===== src/rtl/flag_pkg.sv =====
// Shared encodings for the flag unit: ALU flag modes, FLAG bit positions
// and the jump-condition codes consumed downstream of FLAG.
package flag_pkg;

    typedef enum logic [1:0] {
        FM_LOGIC = 2'b00,
        FM_ADD   = 2'b01,
        FM_SUB   = 2'b10,
        FM_SHIFT = 2'b11
    } flag_mode_e;

    localparam int FLG_S = 3;
    localparam int FLG_Z = 2;
    localparam int FLG_C = 1;
    localparam int FLG_V = 0;

    typedef enum logic [2:0] {
        JC_EQ = 3'b000,
        JC_LT = 3'b001,
        JC_LE = 3'b010,
        JC_NE = 3'b011
    } jump_cond_e;

    typedef logic [3:0] flags_t;

endpackage


===== src/rtl/flag_stack.sv =====
// LIFO of saved FLAG values: storage, pointer, full/empty and sticky misuse
// detection. Only instantiated by flag_unit when FLAG_STACK_EN is defined.
module flag_stack
    import flag_pkg::*;
#(
    parameter int STK_DEPTH = 4
) (
    input  logic   clk,
    input  logic   rst_n,
    input  logic   push,
    input  logic   pop,
    input  logic   err_clr,
    input  flags_t push_data,
    output flags_t top_data,
    output logic   pop_ok,
    output logic   full,
    output logic   empty,
    output logic   err
);

    localparam int AW = $clog2(STK_DEPTH);
    localparam int PW = AW + 1;

    logic [PW-1:0] ptr_q, ptr_d;
    flags_t        mem_q [STK_DEPTH];
    flags_t        mem_d [STK_DEPTH];
    logic          err_q, err_d;
    logic          push_ok;
    logic          misuse;
    logic [AW-1:0] wr_idx, rd_idx;

    assign full     = (ptr_q == PW'(STK_DEPTH));
    assign empty    = (ptr_q == '0);
    assign push_ok  = push & ~pop & ~full;
    assign pop_ok   = pop & ~push & ~empty;
    assign misuse   = (push & pop) | (push & full) | (pop & empty);
    assign wr_idx   = AW'(ptr_q);
    assign rd_idx   = AW'(ptr_q - 1'b1);
    assign top_data = mem_q[rd_idx];
    assign err      = err_q;

    // NOTE: every always_comb output is given a default first so no path
    // leaves it unassigned, which would otherwise infer a latch.
    always_comb begin
        mem_d = mem_q;
        ptr_d = ptr_q;
        err_d = err_q;
        if (push_ok) begin
            mem_d[wr_idx] = push_data;
            ptr_d         = ptr_q + 1'b1;
        end else if (pop_ok) begin
            ptr_d = ptr_q - 1'b1;
        end
        // A fresh misuse outranks a clear in the same cycle.
        if (misuse) begin
            err_d = 1'b1;
        end else if (err_clr) begin
            err_d = 1'b0;
        end
    end

    // NOTE: the storage is reset along with the pointer because reset must
    // leave every entry at zero; this is why it is flops, not a RAM macro.
    always_ff @(posedge clk or negedge rst_n) begin
        if (!rst_n) begin
            ptr_q <= '0;
            err_q <= 1'b0;
            for (int i = 0; i < STK_DEPTH; i++) begin
                mem_q[i] <= '0;
            end
        end else begin
            ptr_q <= ptr_d;
            err_q <= err_d;
            mem_q <= mem_d;
        end
    end

endmodule


===== src/rtl/flag_unit.sv =====
// Status-flag register {S,Z,C,V} fed from the ALU, with an optional
// save/restore stack enabled by defining FLAG_STACK_EN.
module flag_unit
    import flag_pkg::*;
#(
    parameter int DATA_W    = 16,
    parameter int STK_DEPTH = 4
) (
    input  logic              clk,
    input  logic              rst_n,
    input  logic              flag_we,
    input  logic [1:0]        flag_mode,
    input  logic [DATA_W-1:0] a,
    input  logic [DATA_W-1:0] b,
    input  logic [DATA_W-1:0] alu_result,
    input  logic              sh_c,
    input  logic              push,
    input  logic              pop,
    input  logic              err_clr,
    output logic [3:0]        FLAG,
    output logic              stk_full,
    output logic              stk_empty,
    output logic              stk_err
);

    flags_t flag_q, flag_d;
    flags_t alu_flags;
    logic   a_msb, b_msb, r_msb;

    assign a_msb = a[DATA_W-1];
    assign b_msb = b[DATA_W-1];
    assign r_msb = alu_result[DATA_W-1];

    always_comb begin
        alu_flags        = '0;
        alu_flags[FLG_S] = r_msb;
        alu_flags[FLG_Z] = (alu_result == '0);
        case (flag_mode)
            FM_ADD: begin
                // a+b carries out exactly when b exceeds the headroom ~a.
                alu_flags[FLG_C] = (b > ~a);
                alu_flags[FLG_V] = (a_msb == b_msb) && (r_msb != a_msb);
            end
            FM_SUB: begin
                alu_flags[FLG_C] = (a < b);
                alu_flags[FLG_V] = (a_msb != b_msb) && (r_msb != a_msb);
            end
            FM_SHIFT: alu_flags[FLG_C] = sh_c;
            default:  ;
        endcase
    end

`ifdef FLAG_STACK_EN
    flags_t stk_top;
    logic   stk_pop_ok;

    flag_stack #(
        .STK_DEPTH(STK_DEPTH)
    ) u_stack (
        .clk      (clk),
        .rst_n    (rst_n),
        .push     (push),
        .pop      (pop),
        .err_clr  (err_clr),
        .push_data(flag_q),
        .top_data (stk_top),
        .pop_ok   (stk_pop_ok),
        .full     (stk_full),
        .empty    (stk_empty),
        .err      (stk_err)
    );

    // A lone pop owns FLAG this cycle: it restores or, if empty, holds.
    always_comb begin
        flag_d = flag_q;
        if (pop && !push) begin
            if (stk_pop_ok) begin
                flag_d = stk_top;
            end
        end else if (flag_we) begin
            flag_d = alu_flags;
        end
    end
`else
    logic unused_stk_inputs;

    assign unused_stk_inputs = ^{push, pop, err_clr};
    assign stk_full          = 1'b0;
    assign stk_empty         = 1'b1;
    assign stk_err           = 1'b0;

    always_comb begin
        flag_d = flag_q;
        if (flag_we) begin
            flag_d = alu_flags;
        end
    end
`endif

    // NOTE: sequential state uses non-blocking assignments so every flop
    // samples pre-edge values regardless of block evaluation order.
    always_ff @(posedge clk or negedge rst_n) begin
        if (!rst_n) begin
            flag_q <= '0;
        end else begin
            flag_q <= flag_d;
        end
    end

    assign FLAG = flag_q;

endmodule


===== config.mk =====
export PLATFORM = sky130hd
export DESIGN_NAME = flag_unit
export DESIGN_NICKNAME = d
export VERILOG_FILES = /design/src/rtl/flag_pkg.sv /design/src/rtl/flag_stack.sv /design/src/rtl/flag_unit.sv
export SDC_FILE = /design/constraint.sdc
export NUM_CORES = 1
export LEC_CHECK = 0
export ABC_AREA = 1
export BUFFER_PORTS_ARGS = -buffer_cell sky130_fd_sc_hd__buf_2
export CORE_UTILIZATION = 45
export DETAILED_ROUTE_END_ITERATION = 10
export PLACE_DENSITY = 0.81
export RECOVER_POWER = 50
export SYNTH_ARGS = -nofsm -noshare
export SYNTH_HDL_FRONTEND = slang
export SYNTH_HIERARCHICAL = 1
export SYNTH_SLANG_ARGS = --single-unit

===== constraint.sdc =====
create_clock -name clk -period 1 [get_ports clk]
set_clock_uncertainty 0.15 [all_clocks]
set_input_delay 0.2 -clock clk [delete_from_list [all_inputs] [get_ports clk]]
set_output_delay 0.2 -clock clk [all_outputs]
set_load 0.02 [all_outputs]

==> impl_metrics.ini, run 1 <==
[run_status]
status = complete, but fails checks
violations = negative setup slack

[setup_path]
worstPathMaxFanout = 4
cp.arrival_ns = 1.38
crit_top_cell = nand2_1
r2r_cells = 3
cp-end-kind = flip-flop
slowest_stage = ha_4
r2r_slack_ns = -0.10
worstPathRequired_ns = 1.00
start_kind = input port
critPathKind = input port to flip-flop
r2r-end = FLAG[0]$_DFFE_PN0P_
crit_chain = buf_2, ha_4, nand2_1, inv_2, nand3_1, nor2_1, nand2_1, a21oi_2, nand2_1, nand2_1, nand2_1
rr_startpoint = FLAG[0]$_DFFE_PN0P_
critical-path-max-stage-delay_ns = 0.29

[place]
port_buffers = 57
gp_congestion = 0.754
pre_cts_ws_ns = -0.695
dp_hpwl_um = 2490

[floorplanning]
core_area_um2 = 2300
die_x_um = 52.5
num_rows = 17
io_pins = 64
start_util_pct = 49.9
dieHeight_um = 52.5
die-area_um2 = 2750

[hold_path]
hp-class = input port to flip-flop
min-delay-start = flag_we
whs_path_depth = 3
min_to = FLAG[3]$_DFFE_PN0P_

[finish]
layout.nets = 347
area_growth_pct = 78.5
drive_gt1_share_pct = 53.2
largest_reg_flops = 4
multiInputGateArea_um2 = 1160
diodes = 0
fillCellCount = 119
regArea_um2 = 100

[flow_run]
drv_cap = 0

[synthesis]
synth_top_area_cell = ha_1
synth_area_per_cell_um2 = 6.66
syn-cell-area_um2 = 1150
yosysTopAreaCellShare_pct = 39.3
ys_warn_count = 6
yosysMostFrequentCell = nand2_1
synth_cell_type_count = 22
yosys_most_used_dff = dfrtp_1
synthTopCellsByArea = ha_1 39%, nand2_1 13%, inv_1 11%, dfrtp_1 8.7%, nor2_1 6.2%
synthArstFlopShare_pct = 100
seq_area_frac_synth_pct = 8.73
synth_seq_cells = 4
synthTopCellsByCount = 40 x nand2_1, 36 x ha_1, 33 x inv_1
synth_edf_count = 0
netlist_instances = 172

[clocking]
cts.sinks = 4
cts_buffer_depth = 2
insertion_delay_ns = 0.25
h-tree-depth = 1
path_clk_slew_ns = 0.04
cts_tree = done
root_buffer = clkbuf_4
cts_made_buffers = 3

[timing]
hold_viol_final = 0
finalMaxSlewViolations = 0
post-route-period-util_pct = 138
grt_setup_unrepaired = yes
setup_viol = 6
max_freq_ghz = 0.725
min_period_ns = 1.38
fin_setup_tns_ns = -0.996
worst_slack_ns = -0.380

[global_routing]
grt_overflow = 0
grt_pass1_wl_um = 5570
grt_util_met2_pct = 57.4
grt_use_met1_pct = 24.0
track_usage_pct = 27.7
antenna_found_initial = 0
grt_pass1_vias = 1469
use_met3_pct = 4.64
grt-busiest-layer = met2
grt_max_degree = 7

[route]
wl_per_cell_um = 12.5
drc = 0
viasPerCell = 5.00
drt-initial-drc-count = 19
dr.pass1.iters = 4
ant_nets = 0
num_vias = 1399
wl_um = 3510

[power]
power_density_nw_per_um2 = 615
power.leakage_uw = 0.00108
total_power_uw = 1260
max-vdd-ir-drop_mv = 0.528
[cells in the final DEF (no fill, tap or decap), types with 3 or more instances in the layout]
master    synthesis  routed
conb_1            2       3
nor2_1           19      14
inv_4             0       3
ha_4              0      16
inv_1            33      15
inv_2             3      16
nor4_1            4       4
a21oi_2           2       5
a21oi_1          10       7
clkbuf_4          0       3
nand3_1           3       3
buf_2             0      41
nor2_4            0       6
buf_4             3      19
nand2_1          40      36
buf_6             0      14
ha_1             36      20
nand2_2           0       4
dfrtp_1           4       4
[cell families after synthesis]
group / Yosys count / synth area share (%)
AO/OA/AOI/OAI: 20 / 10.7
adder cells (fa/ha/maj): 36 / 39.3
buffers and inverters: 39 / 13.8
flip-flops: 4 / 8.73
other: 2 / 0.655
AND/OR/NAND/NOR: 71 / 26.9
[critical path, delay by kind of cell]
family                     cells  cell delay [ns]
adders and majority gates      1             0.29
AOI/OAI and AO/OA              1             0.17
and+or+nand+nor                7             0.52
buffers and inverters          2             0.19
[metrics by stage]
stage          utilization, %  hold slack (ns)  area (um^2)  cells
2_1_floorplan               -           -0.246         1330    173
3_3_place_gp             76.4           -0.141         1760    272
3_5_place_dp             76.4           -0.138         1760    272
4_1_cts                  86.9           0.0356         2000    279
5_1_grt                  89.1           0.0488         2050    280
6_report                 89.1           0.0402         2050    280
[layer usage]
layer,vias up,wire length [um]
met1,645,1160
met4,0,160
li1,693,-
met5,-,0
met2,44,2050
met3,17,134
[area by class of cell]
type,count,share of cell area (%)
multi-input combinational,130,56.5
sequential,4,4.89
inverter,36,7.95
clock buffer,3,1.10
tap,28,1.71
timing repair buffer,79,27.8
[how the worst max path moves through the flow]
| stage | from | end | slack, ns | cells past startpoint |
|---|---|---|---|---|
| after floorplan | b[15] | FLAG[1]$_DFFE_PN0P_ | -0.38 | 11 |
| after global placement | b[15] | FLAG[1]$_DFFE_PN0P_ | -0.62 | 12 |
| after detailed placement | b[15] | FLAG[1]$_DFFE_PN0P_ | -0.69 | 12 |
| after CTS | b[11] | FLAG[1]$_DFFE_PN0P_ | -0.27 | 12 |
| after global routing | flag_mode[0] | FLAG[1]$_DFFE_PN0P_ | -0.47 | 11 |
| final | a[11] | FLAG[1]$_DFFE_PN0P_ | -0.38 | 11 |
[power by group]
part / total [uW] / switching, uW / internal [uW]
clock: 224 / 88.2 / 136
combinational: 850 / 405 / 445
sequential: 184 / 8.66 / 175
[repair_timing]
item                       CTS  global route
setup endpoints to repair    6             6
hold buffers                 1             0
setup buffers                3             1
gates resized for setup     45            14
pin swaps                   26            11
hold endpoints to repair     4             0
(Power assumes the default switching activity.)
==> run 2, diff against run 1 <==
Settings changed: PLACE_DENSITY 0.81 to 0.91.
==> impl_metrics.ini, run 2 (synthesis results as in run 1) <==
[global_routing]
use_met3_pct = 2.03
track_usage_pct = 23.6
grt_pass1_vias = 1292
antenna_found_initial = 0
grt_max_degree = 7
grt-busiest-layer = met2
grt_overflow = 0
grt_use_met1_pct = 23.6
grt_pass1_wl_um = 4890
grt_util_met2_pct = 49.8

[floorplanning]
core_area_um2 = 2300
start_util_pct = 49.9
die_x_um = 52.5
io_pins = 64
dieHeight_um = 52.5
die-area_um2 = 2750
num_rows = 17

[setup_path]
cp.arrival_ns = 1.30
crit_top_cell = nand2_1
r2r_slack_ns = 0.11
worstPathRequired_ns = 0.98
critPathKind = input port to flip-flop
crit_chain = buf_2, inv_2, ha_4, nor2_4, nand2_2, nor2_4, nand2_1, o21a_1, nand2_1, nand2_1, nand2_1, nand2_1
cp_top_family = simple AND/OR/NAND/NOR gates
cp-end-kind = flip-flop
crit_end = FLAG[1]$_DFFE_PN0P_
slowest_stage = ha_4
cp.depth = 12
crit_path_start = b[12]
start_kind = input port
r2r_cells = 3
rr_startpoint = FLAG[3]$_DFFE_PN0P_
critical-path-max-stage-delay_ns = 0.24
worstPathMaxFanout = 2
r2r-end = FLAG[3]$_DFFE_PN0P_
timing.critical_path.buf_inv = 2

[finish]
layout.nets = 349
multiInputGateArea_um2 = 1140
largest_reg_flops = 4
area_growth_pct = 77.8
layout_commonest_cell = buf_2
layout_common_cells = 41 x buf_2, 36 x nand2_1, 21 x ha_1, 21 x buf_4, 18 x inv_1
drive_gt1_share_pct = 52.0
diodes = 0
regArea_um2 = 100
fin_util_pct = 88.7
fillCellCount = 116

[route]
drt-initial-drc-count = 7
wl_per_cell_um = 11.4
drc = 0
num_vias = 1359
ant_nets = 0
viasPerCell = 4.82
dr.pass1.iters = 4
wl_um = 3210

[place]
dp_hpwl_um = 2480
gp_congestion = 0.779
port_buffers = 57
pre_cts_ws_ns = -0.729

[clocking]
cts_made_buffers = 3
cts_buffer_depth = 2
path_clk_slew_ns = 0.04
insertion_delay_ns = 0.24
root_buffer = clkbuf_4
cts.sinks = 4
h-tree-depth = 1
cts_tree = done

[power]
power.leakage_uw = 0.00109
max-vdd-ir-drop_mv = 0.467
power_density_nw_per_um2 = 601

[timing]
fin_setup_tns_ns = -0.939
setup_viol = 6
max_freq_ghz = 0.756
post-route-period-util_pct = 132
min_period_ns = 1.32
worst_slack_ns = -0.322
finalMaxSlewViolations = 0
grt_setup_unrepaired = yes
hold_viol_final = 0

[hold_path]
hp-class = input port to flip-flop

[run_status]
violations = negative setup slack
status = complete, but fails checks

[flow_run]
drv_cap = 0
## run 2: changes by cell type in the layout (fill, tap and decap cells not counted), sizes merged
cell	delta
buf	+2
## run 2: worst min-delay path by stage
stage,startpoint,end,slack [ns],depth (start not counted)
after floorplan,rst_n,FLAG[0]$_DFFE_PN0P_,-0.25,0
after global placement,rst_n,FLAG[2]$_DFFE_PN0P_,-0.14,1
after detailed placement,rst_n,FLAG[2]$_DFFE_PN0P_,-0.14,1
after CTS,flag_we,FLAG[3]$_DFFE_PN0P_,0.06,3
after global routing,flag_we,FLAG[3]$_DFFE_PN0P_,0.08,3
final,flag_we,FLAG[3]$_DFFE_PN0P_,0.06,3
## run 2: what timing repair did
action | CTS | global route
setup buffers | 4 | 2
endpoints found under the setup margin | 6 | 6
resized for setup | 29 | 27
pin swaps | 13 | 26
hold buffers | 1 | 0
hold endpoints to repair | 4 | 0
## run 2: worst min-delay path: stages
cell and delay (ns):
buf_2 0.10, nand2_1 0.05, nand2_1 0.06
## run 2: stage by stage
step | instance area [um^2] | power [uW] | instances | hold WS, ns
global placement | 1760 | 815 | 272 | -0.145
floorplan | 1330 | 561 | 173 | -0.246
finish | 2040 | 1220 | 282 | 0.0551
global route | 2040 | 1320 | 282 | 0.0812
detailed placement | 1760 | 847 | 272 | -0.143
CTS | 1930 | 1140 | 280 | 0.0598
## run 2: area by class of cell
type                    count  share of cell area [%]
flip-flops and latches      4                    4.91
multi-input cells         130                    55.8
repair buffers             81                    28.5
clock buffers               3                    1.10
inverters                  36                    7.98
well taps                  28                    1.72
## run 2: metal layers
| layer | part of all wire (%) | routed length, um |
|---|---|---|
| met1 | 37 | 1200 |
| met2 | 59 | 1890 |
| met3 | 2.3 | 74 |
| met4 | 1.2 | 38 |
| met5 | 0 | 0 |
## run 2: power breakdown
part / total, uW / internal (uW) / switching (uW)
Sequential: 186 / 175 / 10.5
Combinational: 830 / 442 / 389
Clock: 209 / 135 / 73.9
Total: 1220 / 752 / 473
